**config.mk**
```make
export PLATFORM = sky130hd
export DESIGN_NAME = cover_toggle_collector
export DESIGN_NICKNAME = d
export VERILOG_FILES = /design/src/rtl/cover_toggle_collector.sv
export SDC_FILE = /design/constraint.sdc
export NUM_CORES = 1
export LEC_CHECK = 0
export ABC_AREA = 1
export ABC_CLOCK_PERIOD_IN_PS = 15000
export BUFFER_PORTS_ARGS = -buffer_cell sky130_fd_sc_hd__clkbuf_2
export CAP_MARGIN = 5
export CORE_MARGIN = 3
export CORE_UTILIZATION = 49
export DETAILED_ROUTE_END_ITERATION = 10
export PLACE_DENSITY_LB_ADDON = 0.12
export RECOVER_POWER = 25
export SYNTH_ARGS = -nofsm -noshare
export SYNTH_HDL_FRONTEND = slang
export SYNTH_SLANG_ARGS = --single-unit
```
**constraint.sdc**
```tcl
create_clock -name clock -period 15 [get_ports clock]
set_input_delay 1.5 -clock clock [delete_from_list [all_inputs] [get_ports clock]]
set_output_delay 1.5 -clock clock [all_outputs]
set_load 0.03 [all_outputs]
```
**src/rtl/cover_toggle_collector.sv**
```systemverilog
// Toggle-coverage collector: records first hits and streams newly hit cover indices one per cycle.
// Build option: COVER_DEDUP_EN reports each point once per reset/clear epoch; otherwise every strobe is re-queued.
module cover_toggle_collector #(
    parameter int unsigned WIDTH       = 65,
    parameter int unsigned COVER_INDEX = 0,
    parameter int unsigned COVER_TOTAL = 8744,
    parameter int unsigned IDX_W       = 64
) (
    input  logic                           clock,
    input  logic                           reset,
    input  logic [WIDTH-1:0]               valid,
    input  logic                           clear,
    output logic                           out_valid,
    input  logic                           out_ready,
    output logic [IDX_W-1:0]               out_index,
    output logic [$clog2(WIDTH+1)-1:0]     hit_count,
    output logic                           busy
);

    localparam int unsigned CNT_W = $clog2(WIDTH + 1);
    localparam int unsigned SEL_W = (WIDTH > 1) ? $clog2(WIDTH) : 1;

    if (WIDTH < 1 || COVER_INDEX + WIDTH > COVER_TOTAL) begin : g_bad_cfg
        $error("cover_toggle_collector: cover range exceeds COVER_TOTAL or WIDTH is zero");
    end

    logic [WIDTH-1:0] hit;
    logic [WIDTH-1:0] pending;
    logic [WIDTH-1:0] hit_eff;
    logic [WIDTH-1:0] hit_nxt;
    logic [WIDTH-1:0] new_pts;
    logic [WIDTH-1:0] grant;
    logic [WIDTH-1:0] pending_nxt;
    logic [SEL_W-1:0] sel;
    logic [CNT_W-1:0] count_nxt;
    logic             slot_free;
    logic             out_valid_nxt;
    logic [IDX_W-1:0] out_index_nxt;

    assign hit_eff = clear ? '0 : hit;
    assign hit_nxt = hit_eff | valid;

`ifdef COVER_DEDUP_EN
    assign new_pts = valid & ~hit_eff;
`else
    assign new_pts = valid;
`endif

    // Lowest pending bit as a one-hot grant.
    assign grant     = pending & (~pending + WIDTH'(1));
    assign slot_free = !out_valid || out_ready;
    assign busy      = out_valid || (|pending);

    // Encode the grant and count distinct hits.
    always_comb begin
        sel       = '0;
        count_nxt = '0;
        for (int unsigned i = 0; i < WIDTH; i++) begin
            if (grant[i]) begin
                sel = sel | SEL_W'(i);
            end
            count_nxt = count_nxt + CNT_W'(hit_nxt[i]);
        end
    end

    // Drain one pending point into the output slot when it is free.
    always_comb begin
        pending_nxt   = pending | new_pts;
        out_valid_nxt = out_valid;
        out_index_nxt = out_index;
        if (slot_free) begin
            if (|pending) begin
                out_valid_nxt = 1'b1;
                out_index_nxt = IDX_W'(COVER_INDEX) + IDX_W'(sel);
                pending_nxt   = (pending & ~grant) | new_pts;
            end else begin
                out_valid_nxt = 1'b0;
                pending_nxt   = new_pts;
            end
        end
    end

    always_ff @(posedge clock) begin
        if (!reset) begin
            hit       <= '0;
            pending   <= '0;
            out_valid <= 1'b0;
            out_index <= '0;
            hit_count <= '0;
        end else begin
            hit       <= hit_nxt;
            pending   <= pending_nxt;
            out_valid <= out_valid_nxt;
            out_index <= out_index_nxt;
            hit_count <= count_nxt;
        end
    end

endmodule

```
==> flow_metrics.env <==
export IMPL_yosys_most_used_dff="dfxtp_1"
export IMPL_critical_path_required_ps=15100
export IMPL_wire_per_inst_um=17.3
export IMPL_numCtsBuffers=17
export IMPL_reg2reg_depth=20
export IMPL_initial_core_util_pct=50.5
export IMPL_rrSetupSlack_ps=8530
export IMPL_drcViolationCount=0
export IMPL_synthTopCellsByArea="dfxtp_1 32%, fa_1 12%, nand2_1 12%, nor2_1 9.2%, a21oi_1 6.3%"
export IMPL_coreArea_um2=18100
export IMPL_cts_setup_buffers=0
export IMPL_timing_rr_start="hit[53]$_SDFF_PN0_"
export IMPL_relSlewSlack_pct=-218
export IMPL_routed_via_density=5.23
export IMPL_setup_ws_ps=6990
export IMPL_seq_area_frac_synth_pct=31.7
export IMPL_r2r_end="hit_count[6]$_SDFF_PN0_"
export IMPL_ys_ff_latch=145
export IMPL_port_buffer_count=84
export IMPL_drv_cap=2
export IMPL_arrival_ps=8110
export IMPL_die_height_um=143
export IMPL_dp_slack_ps=6710
export IMPL_end_kind="flip-flop"
export IMPL_min_delay_start="out_index[6]$_SDFFE_PN0P_"
export IMPL_powerDensity_nw_per_um2=237
export IMPL_syn2layout_area_growth_pct=10.2
export IMPL_grt_pass1_wl_um=43400
export IMPL_clk_latency_ps=430
export IMPL_ant_nets=0
export IMPL_fillers=1850
export IMPL_vias=8451
export IMPL_outcome="finished with violations"
export IMPL_root_buffer="clkbuf_16"
export IMPL_final_common_cell="nand2_1"
export IMPL_min_to="out_index[6]$_SDFFE_PN0P_"
export IMPL_clock_path_buffers=2
export IMPL_place_detailed_hpwl_um=22300
export IMPL_critPathMaxFanout=65
export IMPL_die_area_um2=20400
export IMPL_rsz0062_at_grt="no"
export IMPL_failed_checks="capacitance limit, slew limit"
export IMPL_total_power_w=0.00239
export IMPL_worstHoldPathCells=2
export IMPL_fp_dieW_um=143
export IMPL_grt_overflow=0
export IMPL_finClkSkew_ps=9.64
export IMPL_grt_antenna_before_repair=0
export IMPL_fin_util_pct=55.6
export IMPL_cts_hold_buf=0
export IMPL_gp_congestion=0.951
export IMPL_wirelength_um=28000
export IMPL_grt_pass1_vias=7813
export IMPL_htreeDepth=4
export IMPL_drv_slew=154
export IMPL_cts_sinks=145
export IMPL_drive_gt1_share_pct=9.66
export IMPL_diodes=0
export IMPL_leakagePower_nw=4.92
export IMPL_period_needed_ps=8010
export IMPL_drt_iter0_drc=724
export IMPL_min_path_type="reg2reg"
export IMPL_ys_types=38
export IMPL_tightest_slew_ps=4770
export IMPL_fin_crit_sh_pct=53.4
export IMPL_syn_area_um2=9160
export IMPL_clk_pin_slew_worst_paths_ps=70
export IMPL_synth_top_area_share_pct=31.7
export IMPL_track_usage_pct=28.0
export IMPL_synthCells=1299
export IMPL_grt_max_degree=109
export IMPL_async_flop_share_pct=0
export IMPL_cts_tree="built"
export IMPL_yosysWarnings=0
export IMPL_ios=142
export IMPL_startpoint_type="primary input"
export IMPL_yosysTopAreaCell="dfxtp_1"
export IMPL_synth_edff_count=0
export IMPL_fp_row_count=49
export IMPL_crit_type="in2reg"
export IMPL_cts_resized=0
export IMPL_final_cell_mix="282 x nand2_1, 225 x nor2_1, 152 x inv_1, 145 x dfxtp_1, 115 x a21oi_1"
export IMPL_nets=1512
export IMPL_tns_ps=0
export IMPL_first_pass_iters=6
export IMPL_fmax_ghz=0.125
export IMPL_peakVddDrop_v=0.000965
export IMPL_hold_viol_final=0
export IMPL_setup_violations=0
export IMPL_synth_area_per_cell_um2=7.05
-- final cells by class --
class                      instances  area [µm²]  share of cell area, %
timing repair buffer              88         419                   4.15
tap                              229         287                   2.84
inverter                         157         592                   5.86
sequential                       145        2900                   28.8
clock buffer                      17         425                   4.21
clock inverter                    15         164                   1.62
multi-input combinational        965        5300                   52.5
-- power breakdown --
group | leakage, nW | switching, W | internal (W)
Clock | 0.287 | 0.000194 | 0.000237
Combinational | 3.42 | 0.000874 | 0.000625
Sequential | 1.21 | 0.0000251 | 0.000435
-- metrics by stage --
stage | area, µm² | hold WS, ps | std cells
final | 10100 | 468 | 1616
after global routing | 10100 | 485 | 1616
after CTS | 10100 | 471 | 1616
after detailed placement | 9550 | 462 | 1584
after global placement | 9550 | 457 | 1584
after floorplan | 9370 | 448 | 1355
-- Yosys cell counts, types with 7 or more instances --
library cell and count:
a21oi_1 115, a31oi_1 27, buf_4 57, clkbuf_1 23
dfxtp_1 145, fa_1 55, ha_1 14, inv_1 153
nand2_1 281, nand3_1 79, nand3b_1 13, nor2_1 225
nor2_2 9, nor3_1 7, o21ai_0 34
-- flip-flops by register name (all words and copies together), names as in the netlist --
| register | cells |
|---|---|
| hit | 65 |
| pending | 65 |
| hit_count | 7 |
| out_index | 7 |
| out_valid | 1 |
-- metal layers --
metal	track usage, %	routed length [µm]	part of all wire (%)
met1	42.4	13000	46
met2	42.2	12300	44
met3	4.62	2230	8.0
met4	6.20	451	1.6
met5	0	0	0
-- kinds of logic after synthesis --
group | after synthesis | share of synthesized area [%]
AND/OR/NAND/NOR | 644 | 30.2
AO/OA/AOI/OAI | 195 | 11.5
flip-flops | 145 | 31.7
buffers and inverters | 245 | 12.6
other | 1 | 0.0409
adder cells (fa/ha/maj) | 69 | 13.9
-- worst max-delay path by stage --
| stage | start | end | depth (start not counted) |
|---|---|---|---|
| final | clear | hit_count[6]$_SDFF_PN0_ | 21 |
| after global routing | clear | hit_count[6]$_SDFF_PN0_ | 23 |
| after CTS | clear | hit_count[6]$_SDFF_PN0_ | 21 |
| after detailed placement | clear | hit_count[6]$_SDFF_PN0_ | 21 |
| after global placement | clear | hit_count[6]$_SDFF_PN0_ | 23 |
| after floorplan | clear | hit_count[6]$_SDFF_PN0_ | 23 |
-- worst max-delay path, stage by stage --
cell and delay, ps:
clkbuf_2 80, inv_2 40, buf_4 520, a21oi_1 220, fa_1 580, inv_1 60, fa_1 520, fa_1 520
fa_1 520, fa_1 520, fa_1 560, fa_1 440, fa_1 500, fa_1 490, fa_1 420, a21oi_1 140
nor2_1 70, nor2_1 90, nor2_1 60, o21ai_0 140, a21oi_1 80
(Power assumes the default switching activity.)
